[src/rtl/ysyx_bus_arb.sv]
// Shares one AXI4-Lite style port between the IFU fetch/refill channel and the LSU.
// One transaction in flight; responses are routed only to the current owner.
module ysyx_bus_arb #(
    parameter int DATA_W     = 32,
    parameter int STARVE_MAX = 4
) (
    input  logic                clk,
    input  logic                rst,
    input  logic [DATA_W-1:0]   ifu_araddr,
    input  logic                ifu_arvalid,
    input  logic                ifu_required,
    output logic [DATA_W-1:0]   ifu_rdata,
    output logic                ifu_rvalid,
    input  logic [DATA_W-1:0]   lsu_araddr,
    input  logic                lsu_arvalid,
    input  logic [DATA_W-1:0]   lsu_awaddr,
    input  logic                lsu_awvalid,
    input  logic [DATA_W-1:0]   lsu_wdata,
    input  logic [DATA_W/8-1:0] lsu_wstrb,
    output logic [DATA_W-1:0]   lsu_rdata,
    output logic                lsu_rvalid,
    output logic                lsu_bvalid,
    output logic [DATA_W-1:0]   bus_araddr,
    output logic                bus_arvalid,
    input  logic                bus_arready,
    input  logic [DATA_W-1:0]   bus_rdata,
    input  logic                bus_rvalid,
    output logic                bus_rready,
    output logic [DATA_W-1:0]   bus_awaddr,
    output logic                bus_awvalid,
    input  logic                bus_awready,
    output logic [DATA_W-1:0]   bus_wdata,
    output logic [DATA_W/8-1:0] bus_wstrb,
    output logic                bus_wvalid,
    input  logic                bus_wready,
    input  logic                bus_bvalid,
    output logic                bus_bready,
    output logic                grant_ifu_o
);

    localparam int CW = $clog2(STARVE_MAX + 1);

    typedef enum logic [2:0] {
        IDLE,
        IFU_AR,
        IFU_R,
        LSU_AR,
        LSU_R,
        LSU_W,
        LSU_B
    } state_t;

    state_t              state;
    logic [CW-1:0]       starve;
    logic                lock;
    logic                ar_v;
    logic                aw_v;
    logic                w_v;
    logic [DATA_W-1:0]   ar_a;
    logic [DATA_W-1:0]   aw_a;
    logic [DATA_W-1:0]   w_d;
    logic [DATA_W/8-1:0] w_s;

    logic starved;
    logic g_ifu;
    logic g_w;
    logic g_r;
    logic aw_done;
    logic w_done;

    assign starved = (starve == CW'(STARVE_MAX));
    assign aw_done = !aw_v || bus_awready;
    assign w_done  = !w_v || bus_wready;

    // Lock wins outright: LSU waits even when the next IFU beat is late.
    always_comb begin
        g_ifu = 1'b0;
        g_w   = 1'b0;
        g_r   = 1'b0;
        if (lock) begin
            g_ifu = ifu_arvalid;
        end else if (starved && ifu_arvalid) begin
            g_ifu = 1'b1;
        end else if (lsu_awvalid) begin
            g_w = 1'b1;
        end else if (lsu_arvalid) begin
            g_r = 1'b1;
        end else if (ifu_arvalid) begin
            g_ifu = 1'b1;
        end
    end

    always_ff @(posedge clk or negedge rst) begin
        if (!rst) begin
            state       <= IDLE;
            starve      <= '0;
            lock        <= 1'b0;
            ar_v        <= 1'b0;
            aw_v        <= 1'b0;
            w_v         <= 1'b0;
            ar_a        <= '0;
            aw_a        <= '0;
            w_d         <= '0;
            w_s         <= '0;
            grant_ifu_o <= 1'b0;
        end else begin
            unique case (state)
                IDLE: begin
                    if (!ifu_required) lock <= 1'b0;
                    if (g_ifu) begin
                        state       <= IFU_AR;
                        ar_a        <= ifu_araddr;
                        ar_v        <= 1'b1;
                        starve      <= '0;
                        grant_ifu_o <= 1'b1;
                    end else if (g_w || g_r) begin
                        if (ifu_arvalid && !starved) starve <= starve + 1'b1;
                        if (g_w) begin
                            state <= LSU_W;
                            aw_a  <= lsu_awaddr;
                            w_d   <= lsu_wdata;
                            w_s   <= lsu_wstrb;
                            aw_v  <= 1'b1;
                            w_v   <= 1'b1;
                        end else begin
                            state <= LSU_AR;
                            ar_a  <= lsu_araddr;
                            ar_v  <= 1'b1;
                        end
                    end
                end
                IFU_AR: begin
                    if (bus_arready) begin
                        ar_v  <= 1'b0;
                        state <= IFU_R;
                    end
                end
                IFU_R: begin
                    if (bus_rvalid) begin
                        state       <= IDLE;
                        grant_ifu_o <= 1'b0;
                        if (ifu_required) lock <= 1'b1;
                    end
                end
                LSU_AR: begin
                    if (bus_arready) begin
                        ar_v  <= 1'b0;
                        state <= LSU_R;
                    end
                end
                LSU_R: begin
                    if (bus_rvalid) state <= IDLE;
                end
                LSU_W: begin
                    if (bus_awready) aw_v <= 1'b0;
                    if (bus_wready) w_v <= 1'b0;
                    if (aw_done && w_done) state <= LSU_B;
                end
                LSU_B: begin
                    if (bus_bvalid) state <= IDLE;
                end
                default: state <= IDLE;
            endcase
        end
    end

    assign bus_araddr  = ar_a;
    assign bus_arvalid = ar_v;
    assign bus_awaddr  = aw_a;
    assign bus_awvalid = aw_v;
    assign bus_wdata   = w_d;
    assign bus_wstrb   = w_s;
    assign bus_wvalid  = w_v;
    assign bus_rready  = (state == IFU_R) || (state == LSU_R);
    assign bus_bready  = (state == LSU_B);

    assign ifu_rdata  = bus_rdata;
    assign lsu_rdata  = bus_rdata;
    assign ifu_rvalid = (state == IFU_R) && bus_rvalid;
    assign lsu_rvalid = (state == LSU_R) && bus_rvalid;
    assign lsu_bvalid = (state == LSU_B) && bus_bvalid;

endmodule

[config.mk]
export PLATFORM = sky130hd
export DESIGN_NAME = ysyx_bus_arb
export DESIGN_NICKNAME = d
export VERILOG_FILES = /design/src/rtl/ysyx_bus_arb.sv
export SDC_FILE = /design/constraint.sdc
export NUM_CORES = 1
export LEC_CHECK = 0
export ABC_AREA = 1
export BUFFER_PORTS_ARGS = -buffer_cell sky130_fd_sc_hd__buf_2
export CAP_MARGIN = 30
export CORE_AREA = 5 5 133 135
export DETAILED_ROUTE_END_ITERATION = 8
export DIE_AREA = 0 0 138 140
export PLACE_DENSITY = 0.7
export SLEW_MARGIN = 20
export SYNTH_ARGS = -nofsm -noshare
export SYNTH_HDL_FRONTEND = slang
export SYNTH_SLANG_ARGS = --single-unit
[constraint.sdc]
create_clock -name clk -period 1.55 [get_ports clk]
set_input_delay 0.155 -clock clk [delete_from_list [all_inputs] [get_ports clk]]
set_output_delay 0.155 -clock clk [all_outputs]
set_load 0.01 [all_outputs]
; ---- Word level (Yosys, flattened, before mapping)
; Cells that the tools add are included.
[word_totals]
regBits = 111
wordCells = 114
[classes]
n_addsub = 1
eq_ne = 25
mux = 46
bitwise_logic = 1
n_reduce_logical = 30
[ops]
columns = cell, count
row1 = two-way mux 32 bit, 3
row2 = two-way mux 3 bit, 11
row3 = != test 2 bit (second input constant), 14
row4 = two-way mux 1 bit, 26
row5 = one-hot mux 3 bit (6 select lines), 1
row6 = == test 3 bit (second input constant), 4
row7 = AND reduction 4 bit, 3
row8 = one-hot mux 1 bit (2 select lines), 5
row9 = AND reduction 5 bit, 2
row10 = nonzero test 2 bit, 5
row11 = AND reduction 3 bit, 3
row12 = == test 3 x 2 -> 1 bit (second input constant), 2
row13 = logical AND 1 bit, 6
row14 = != test 3 bit (second input constant), 2
row15 = AND reduction 6 bit, 1
row16 = logical OR 1 bit, 4
row17 = != test 2 x 1 -> 1 bit (second input constant), 2
row18 = OR reduction 2 bit, 2
row19 = adder 3 x 1 -> 3 bit (second input constant), 1
row20 = == test 3 x 1 -> 1 bit (second input constant), 1
row21 = zero test 1 bit, 3
row22 = zero test 3 bit, 1
row23 = NOT 1 bit, 1

; ---- Depth between registers and ports, before layout
; Gate-level depths: netlist of run 1.
[logic_depth]
word_depth = 8
depth_mapped = 11
mapped_depth_nobuf = 10

; ---- Worst setup path before layout of run 1
; Ideal clock, no wire load.
[synth_timing]
path_type = flip-flop to flip-flop
start = reg starve[0]
end = reg ar_a[11], in the netlist bus_araddr[11]
setup_time_ps = 117
t_arrival_ps = 1352
required_time_ps = 1433
setup_slack_ps = 81
stages_incl_launch_ff = 12
period_less_slack_ps = 1469
cell_sequence = dfrtp_1 -> inv_1 -> ha_1 -> nand2_1 -> nand3_1 -> nand2_1 -> inv_1 -> buf_2 -> nand2_1 -> nand2_1 -> nand2_1 -> nand2_1
[synth_between]
elab_chain_len = 7
word_cells_on_any_way = 13
[synth_rtl]
columns = element, line
row1 = "start, declared", 54  ; logic [CW-1:0] starve;
row2 = "start signal, assigned", 117  ; if (ifu_arvalid && !starved) starve <= starve + 1'b1;
row3 = == test 3 bit (*), 71  ; assign starved = (starve == CW'(STARVE_MAX));
row4 = logical AND 1 bit (*), 82  ; end else if (starved && ifu_arvalid) begin
row5 = two-way mux 1 bit, 82
row6 = two-way mux 1 bit, 80  ; if (lock) begin
row7 = logical OR 1 bit, 116  ; end else if (g_w || g_r) begin
row8 = nonzero test 2 bit (no line), --
row9 = AND reduction 3 bit (no line), --
row10 = "end signal, assigned", 112  ; ar_a <= ifu_araddr;
row11 = "end signal, assigned", 127  ; ar_a <= lsu_araddr;
row12 = "end, declared", 59  ; logic [DATA_W-1:0] ar_a;
; Mark *: on every way between the ends. The rest lies on a longest branch, timed or not.
; A chain may end at the register's enable or synchronous reset.

; ---- Final worst setup path of run 1
[layout_timing]
start = reg starve[1]
end = reg ar_a[23], in the netlist bus_araddr[23]
; Same word-level chain as after synthesis.

==> flow_metrics.env, run 1 <==
export IMPL_status="finished with violations"
export IMPL_violations="negative setup slack"
export IMPL_grt_ovfl_total=0
export IMPL_synth_seq_area_share_pct=51.31
export IMPL_htreeDepth=3
export IMPL_fillerInstances=1500
export IMPL_grt_use_total_pct=17.28
export IMPL_cts_buffers=9
export IMPL_final_setup_worst_slack_ps=-14.39
export IMPL_synth_area_per_cell_sq_um=7.723
export IMPL_die_w_um=138
export IMPL_ir_drop_uv=913.4
export IMPL_power_w=0.01452
export IMPL_cts_sinks=111
export IMPL_synthDistinctLibCells=22
export IMPL_p_seq_share_pct=34.9
export IMPL_synth_edf_count=0
export IMPL_synthesis_nets=878
export IMPL_cts_tree="built"
export IMPL_drc=0
export IMPL_nNetsFinal=1152
export IMPL_path_clk_slew_ps=80
export IMPL_switching_share_pct=41.36
export IMPL_path_class="flip-flop to flip-flop"
export IMPL_p_comb_share_pct=49.2
export IMPL_arrival_ps=1800
export IMPL_ys_flop_type="dfrtp_1"
export IMPL_io_buffer_count=251
export IMPL_place_ws_ps=-22.94
export IMPL_finalSetupViolations=1
export IMPL_num_rows=47
export IMPL_fin_area_sq_um=7998
export IMPL_gp_congestion=0.8312
export IMPL_dp_hpwl_mm=11.99
export IMPL_cts_root_buf="clkbuf_16"
export IMPL_timing_fmax_mhz=639.2
export IMPL_met2_usage_pct=29.09
export IMPL_cts_path_max_buffers=2
export IMPL_ys_ff_latch=111
export IMPL_ant_nets=0
export IMPL_insertion_delay_ps=350
export IMPL_hp_class="input pin to flip-flop"
export IMPL_die_area_sq_um=19320
export IMPL_gr_usage_met3_pct=6.374
export IMPL_core_area_sq_um=16350
export IMPL_period_share_pct=100.9
export IMPL_timing_max_cap_violations=0
export IMPL_cp_max_fo=8
export IMPL_grt_pass1_wl_mm=27.31
export IMPL_drive_gt1_share_pct=36.33
export IMPL_cp_end_kind="flip-flop"
export IMPL_io_pins=348
export IMPL_syn_to_final_growth_pct=47.72
export IMPL_grt_pass1_vias=5395
export IMPL_clkPwrFrac_pct=16.0
export IMPL_placed_area_sq_um=6580
export IMPL_vias=5438
export IMPL_async_reset_ff_share_pct=100.0
export IMPL_rsz0062_at_grt="true"
export IMPL_worstSetupStartpointType="flip-flop"
export IMPL_dp_cells=1102
export IMPL_drtIter0Drc=172
export IMPL_p_leak_nw=4.626
export IMPL_power_density_nw_per_um2=1816
export IMPL_maxSlewViolCount=0
export IMPL_viasPerCell=4.524
export IMPL_required_ps=1780
export IMPL_drtPass1Iterations=5
export IMPL_switchingPower_w=0.006007
export IMPL_synth_area_sq_um=5414
export IMPL_hold_viol=0
export IMPL_syn_inst=701
export IMPL_wl_mm=18.92
export IMPL_grt_max_degree=45
export IMPL_start_util_pct=33.12
export IMPL_yosysWarningCount=0
export IMPL_grt_antenna_before_repair=1
export IMPL_p_int_w=0.008516
export IMPL_slew_headroom_pct=70.25
export IMPL_grt_busiest_layer="met2"
export IMPL_min_period_ps=1564
export IMPL_worst_pin_slew_ps=446.3
export IMPL_dieHeight_um=140
export IMPL_wl_per_cell_um=15.74
export IMPL_fin_cells=1202
export IMPL_finalClockSkew_ps=17.19
export IMPL_gr_usage_met1_pct=19.92
worst max-delay path, stage by stage, from the launching register on:
cell       delay (ps)
dfrtp_1           410
inv_2              90
ha_4              140
nand3_2            80
nand2_2           110
clkinv_4          100
nor2_8            140
inv_8              60
clkbuf_16         170
nand2_1            80
nand2_1            60
Yosys cell counts, types with 2 or more instances:
cell type / instances / area share (%)
dfrtp_1: 111 / 51
o21ai_0: 6 / 0.55
nor2_1: 11 / 0.76
buf_6: 5 / 1.0
a21oi_1: 3 / 0.28
nor3_1: 2 / 0.18
nand2_4: 2 / 0.42
buf_2: 16 / 1.5
ha_1: 2 / 0.46
inv_1: 15 / 1.0
inv_2: 5 / 0.35
nand3_1: 11 / 1.0
nand2_1: 434 / 30
clkbuf_1: 3 / 0.21
buf_4: 67 / 9.3
nor2_8: 2 / 0.74
cell families (layout without fill, tap and decap cells):
kind of cell / after synthesis / count (layout) / synth area share (%)
and+or+nand+nor: 465 / 465 / 33.58
buffers and inverters: 112 / 391 / 13.52
DFF: 111 / 111 / 51.31
AOI/OAI and AO/OA: 10 / 10 / 0.9706
adders and majority gates: 2 / 2 / 0.4621
xor gates and xnor gates: 1 / 1 / 0.1618
other: 0 / 2 / 0
registers in the layout (all words and copies together), names as in the netlist:
| signal | cells |
|---|---|
| grant_ifu_o | 1 |
| lock | 1 |
| bus_wstrb | 4 |
| bus_arvalid | 1 |
| bus_awaddr | 32 |
| state | 3 |
| bus_awvalid | 1 |
| bus_wdata | 32 |
| bus_wvalid | 1 |
| starve | 3 |
| bus_araddr | 32 |
power by group through the flow:
stage / Clock (W) / Sequential, W / Combinational (W)
4_1_cts: 0.00238 / 0.00498 / 0.00618
6_report: 0.00232 / 0.00507 / 0.00714
2_1_floorplan: 0 / 0.00556 / 0.00299
3_3_place_gp: 0 / 0.00504 / 0.00585
3_5_place_dp: 0 / 0.00499 / 0.00602
5_1_grt: 0.00250 / 0.00521 / 0.00787
repair_timing:
item | 4_1_cts | 5_1_grt
pin swaps | 0 | 15
resized for setup | 4 | 56
hold endpoints to repair | 91 | 0
setup buffers | 3 | 7
hold buffers | 62 | 0
setup endpoints to repair | 61 | 107
gates cloned | 0 | 10
cell type report:
cell class,instances,area (sq um),area share [%]
Inverter,21,106.4,1.330
Clock buffer,9,225.2,2.816
Sequential cell,111,2779,34.75
Timing Repair Buffer,354,2496,31.21
Antenna cell,2,5.005,0.06258
Multi-Input combinational cell,478,2036,25.45
Clock inverter,7,75.07,0.9387
Tap cell,220,275.3,3.442
final timing paths:
kind                            depth (start not counted)  slack, ps                    endpoint                      start
min in group asynchronous                               2        310  bus_awaddr[28]$_DFFE_PN0P_                        rst
worst max register to register                         10        -10  bus_araddr[23]$_DFFE_PN0P_      starve[1]$_DFFE_PN0P_
worst min-delay path                                    3         20  bus_awaddr[27]$_DFFE_PN0P_             lsu_awaddr[27]
worst min register to register                          2        480   bus_araddr[7]$_DFFE_PN0P_  bus_araddr[7]$_DFFE_PN0P_
worst max-delay path                                   10        -10  bus_araddr[23]$_DFFE_PN0P_      starve[1]$_DFFE_PN0P_
max in group asynchronous                               3        620  bus_araddr[12]$_DFFE_PN0P_                        rst
per-layer routing:
| layer | vias to the layer above | share of wire, % |
|---|---|---|
| li1 | 2591 | - |
| met1 | 2471 | 38 |
| met2 | 333 | 49 |
| met3 | 43 | 9.2 |
| met4 | 0 | 3.7 |
| met5 | - | 0 |
per-stage QoR:
step | utilization [%] | TNS (ps) | hold WS [ps]
final | 48.92 | -14.39 | 18.46
after floorplan | - | 0 | -140.6
after CTS | 46.06 | -136.1 | 1.704
after global placement | 40.25 | 0 | 133.7
after detailed placement | 40.25 | -118.1 | 132.5
after global routing | 48.91 | -2404 | 11.81
layout by cell type, fill, tap and decap left out, drive strengths merged:
master       synthesis  routed
diode                0       2
dlygate4sd3          0      62
nor3                 2       2
o21ai                6       6
nor2                13      13
clkinv               0       5
nand3b               1       1
nand4                1       1
xor2                 1       1
clkbuf               3      18
nand3               11      11
a21boi               1       1
clkinvlp             0       1
buf                 88     283
ha                   2       2
dfrtp              111     111
nand2              437     437
a21oi                3       3
inv                 21      22
Power figures use the tool's default switching activity.
==> inputs of run 2 (changes only) <==
PLACE_DENSITY = 0.67   (was 0.7)
SKIP_CTS_REPAIR_TIMING = 1   (was default)
clock period = 1.9 ns   (was 1.55 ns; I/O delays follow)
==> flow_metrics.env, run 2 (synthesized netlist as in run 1, its figures left out) <==
export IMPL_insertion_delay_ps=360
export IMPL_period_share_pct=93.45
export IMPL_nNetsFinal=1060
export IMPL_timing_max_cap_violations=0
export IMPL_cts_buffers=9
export IMPL_dp_cells=1091
export IMPL_worst_path_buf_inv=2
export IMPL_hold_viol=0
export IMPL_dp_hpwl_mm=11.64
export IMPL_finalSetupViolations=0
export IMPL_drtPass1Iterations=4
export IMPL_cp_max_fo=7
export IMPL_rsz0062_at_grt="false"
export IMPL_grt_use_total_pct=15.51
export IMPL_grt_pass1_vias=4712
export IMPL_cp_end_kind="primary output"
export IMPL_met2_usage_pct=24.74
export IMPL_maxSlewViolCount=0
export IMPL_arrival_ps=1590
export IMPL_die_w_um=138
export IMPL_grt_ovfl_total=0
export IMPL_slowest_delay_ps=510
export IMPL_syn_to_final_growth_pct=25.31
export IMPL_slew_headroom_pct=68.89
export IMPL_gp_congestion=0.8523
export IMPL_die_area_sq_um=19320
export IMPL_switchingPower_w=0.004390
export IMPL_vias=4765
export IMPL_min_period_ps=1776
export IMPL_htreeDepth=3
export IMPL_num_rows=47
export IMPL_p_comb_share_pct=43.2
export IMPL_critPathTopFamily="flip-flops"
export IMPL_fillerInstances=1691
export IMPL_ir_drop_uv=756.9
export IMPL_fin_cells=1109
export IMPL_slowest_stage="dfrtp_1"
export IMPL_wl_per_cell_um=13.94
export IMPL_gr_usage_met3_pct=6.408
export IMPL_drc=0
export IMPL_final_cell_mix="434 x nand2_1, 250 x buf_2, 111 x dfrtp_1"
export IMPL_cts_path_max_buffers=2
export IMPL_cts_root_buf="clkbuf_16"
export IMPL_grt_pass1_wl_mm=24.74
export IMPL_io_buffer_count=251
export IMPL_p_seq_share_pct=38.5
export IMPL_required_ps=1710
export IMPL_cp_cell_sequence="inv_2 > nand3_1 > nor2_2 > buf_2"
export IMPL_final_common_cell="nand2_1"
export IMPL_io_pins=348
export IMPL_worstSetupStartpointType="flip-flop"
export IMPL_rrSetupSlack_ps=320
export IMPL_cts_sinks=111
export IMPL_p_int_w=0.006181
export IMPL_timing_fmax_mhz=563.2
export IMPL_switching_share_pct=41.53
export IMPL_cts_tree="built"
export IMPL_wl_mm=15.46
export IMPL_setup_tns_ps=0
export IMPL_grt_max_degree=50
export IMPL_power_density_nw_per_um2=1558
export IMPL_start_util_pct=33.12
export IMPL_p_leak_nw=4.115
export IMPL_core_area_sq_um=16350
export IMPL_grt_antenna_before_repair=1
export IMPL_path_depth=4
export IMPL_finalClockSkew_ps=18.51
export IMPL_drive_gt1_share_pct=32.55
export IMPL_ant_nets=0
export IMPL_finish_utilization_pct=41.50
export IMPL_drtIter0Drc=172
export IMPL_path_clk_slew_ps=90
export IMPL_clkPwrFrac_pct=18.2
export IMPL_hp_class="input pin to flip-flop"
export IMPL_min_path_cells=3
export IMPL_path_class="flip-flop to primary output"
export IMPL_status="complete, no violations"
export IMPL_dieHeight_um=140
export IMPL_reg2reg_depth=8
export IMPL_viasPerCell=4.297
export IMPL_grt_busiest_layer="met2"
export IMPL_worst_pin_slew_ps=466.7
export IMPL_gr_usage_met1_pct=19.63
-- run 2: cell types whose count changed in the layout (fill, tap and decap cells not counted), moves of 4 or more --
cell,change
nand2_2,-23
buf_4,-14
clkbuf_16,-9
nand2_1,+28
nand2_4,-4
dlygate4sd3_1,-61
-- run 2: final cells by class --
| type | instances | area [sq um] | area share (%) |
|---|---|---|---|
| flip-flops and latches | 111 | 2778 | 40.94 |
| multi-input cells | 478 | 1907 | 28.11 |
| repair buffers | 262 | 1431 | 21.10 |
| well taps | 220 | 275.3 | 4.058 |
| clock buffers | 9 | 225.2 | 3.320 |
| clock inverters | 7 | 83.83 | 1.236 |
| inverters | 21 | 81.33 | 1.199 |
| diodes | 1 | 2.502 | 0.03689 |
-- run 2: layer usage --
layer	vias up	wire length (um)
met2	252	7073
met1	2093	6689
met5	-	0
met3	15	1469
met4	0	228
li1	2405	-
-- run 2: power by group through the flow --
| stage | Sequential (W) | Combinational [W] | Clock (W) |
|---|---|---|---|
| after CTS | 0.00408 | 0.00465 | 0.00202 |
| after floorplan | 0.00454 | 0.00244 | 0 |
| after global placement | 0.00410 | 0.00456 | 0 |
| final | 0.00407 | 0.00457 | 0.00193 |
| after detailed placement | 0.00408 | 0.00467 | 0 |
| after global routing | 0.00421 | 0.00517 | 0.00211 |
-- run 2: path summary, 6_finish.rpt --
| path | startpoint | end |
|---|---|---|
| hold / removal | lsu_awaddr[8] | bus_awaddr[8]$_DFFE_PN0P_ |
| min in group asynchronous | rst | bus_wdata[25]$_DFFE_PN0P_ |
| setup / recovery | state[2]$_DFFE_PN0P_ | ifu_rvalid |
| max in group asynchronous | rst | bus_wdata[13]$_DFFE_PN0P_ |
| hold reg to reg | bus_araddr[6]$_DFFE_PN0P_ | bus_araddr[6]$_DFFE_PN0P_ |
| setup reg to reg | state[0]$_DFFE_PN0P_ | bus_araddr[22]$_DFFE_PN0P_ |
-- run 2: per-stage QoR --
stage | setup WS [ps] | total power (W) | hold slack [ps] | area [sq um]
3_5_place_dp | 319.7 | 0.008744 | 181.3 | 6460
3_3_place_gp | 334.5 | 0.008660 | 176.3 | 6460
6_report | 124.5 | 0.01057 | 14.68 | 6784
2_1_floorplan | 431.1 | 0.006973 | -105.6 | 5414
5_1_grt | 1.263 | 0.01149 | 0.2452 | 6784
4_1_cts | 81.78 | 0.01075 | -219.7 | 6769
-- run 2: worst min-delay path: stages --
cell	delay, ps
buf_2	70
nand2_1	40
nand2_1	40
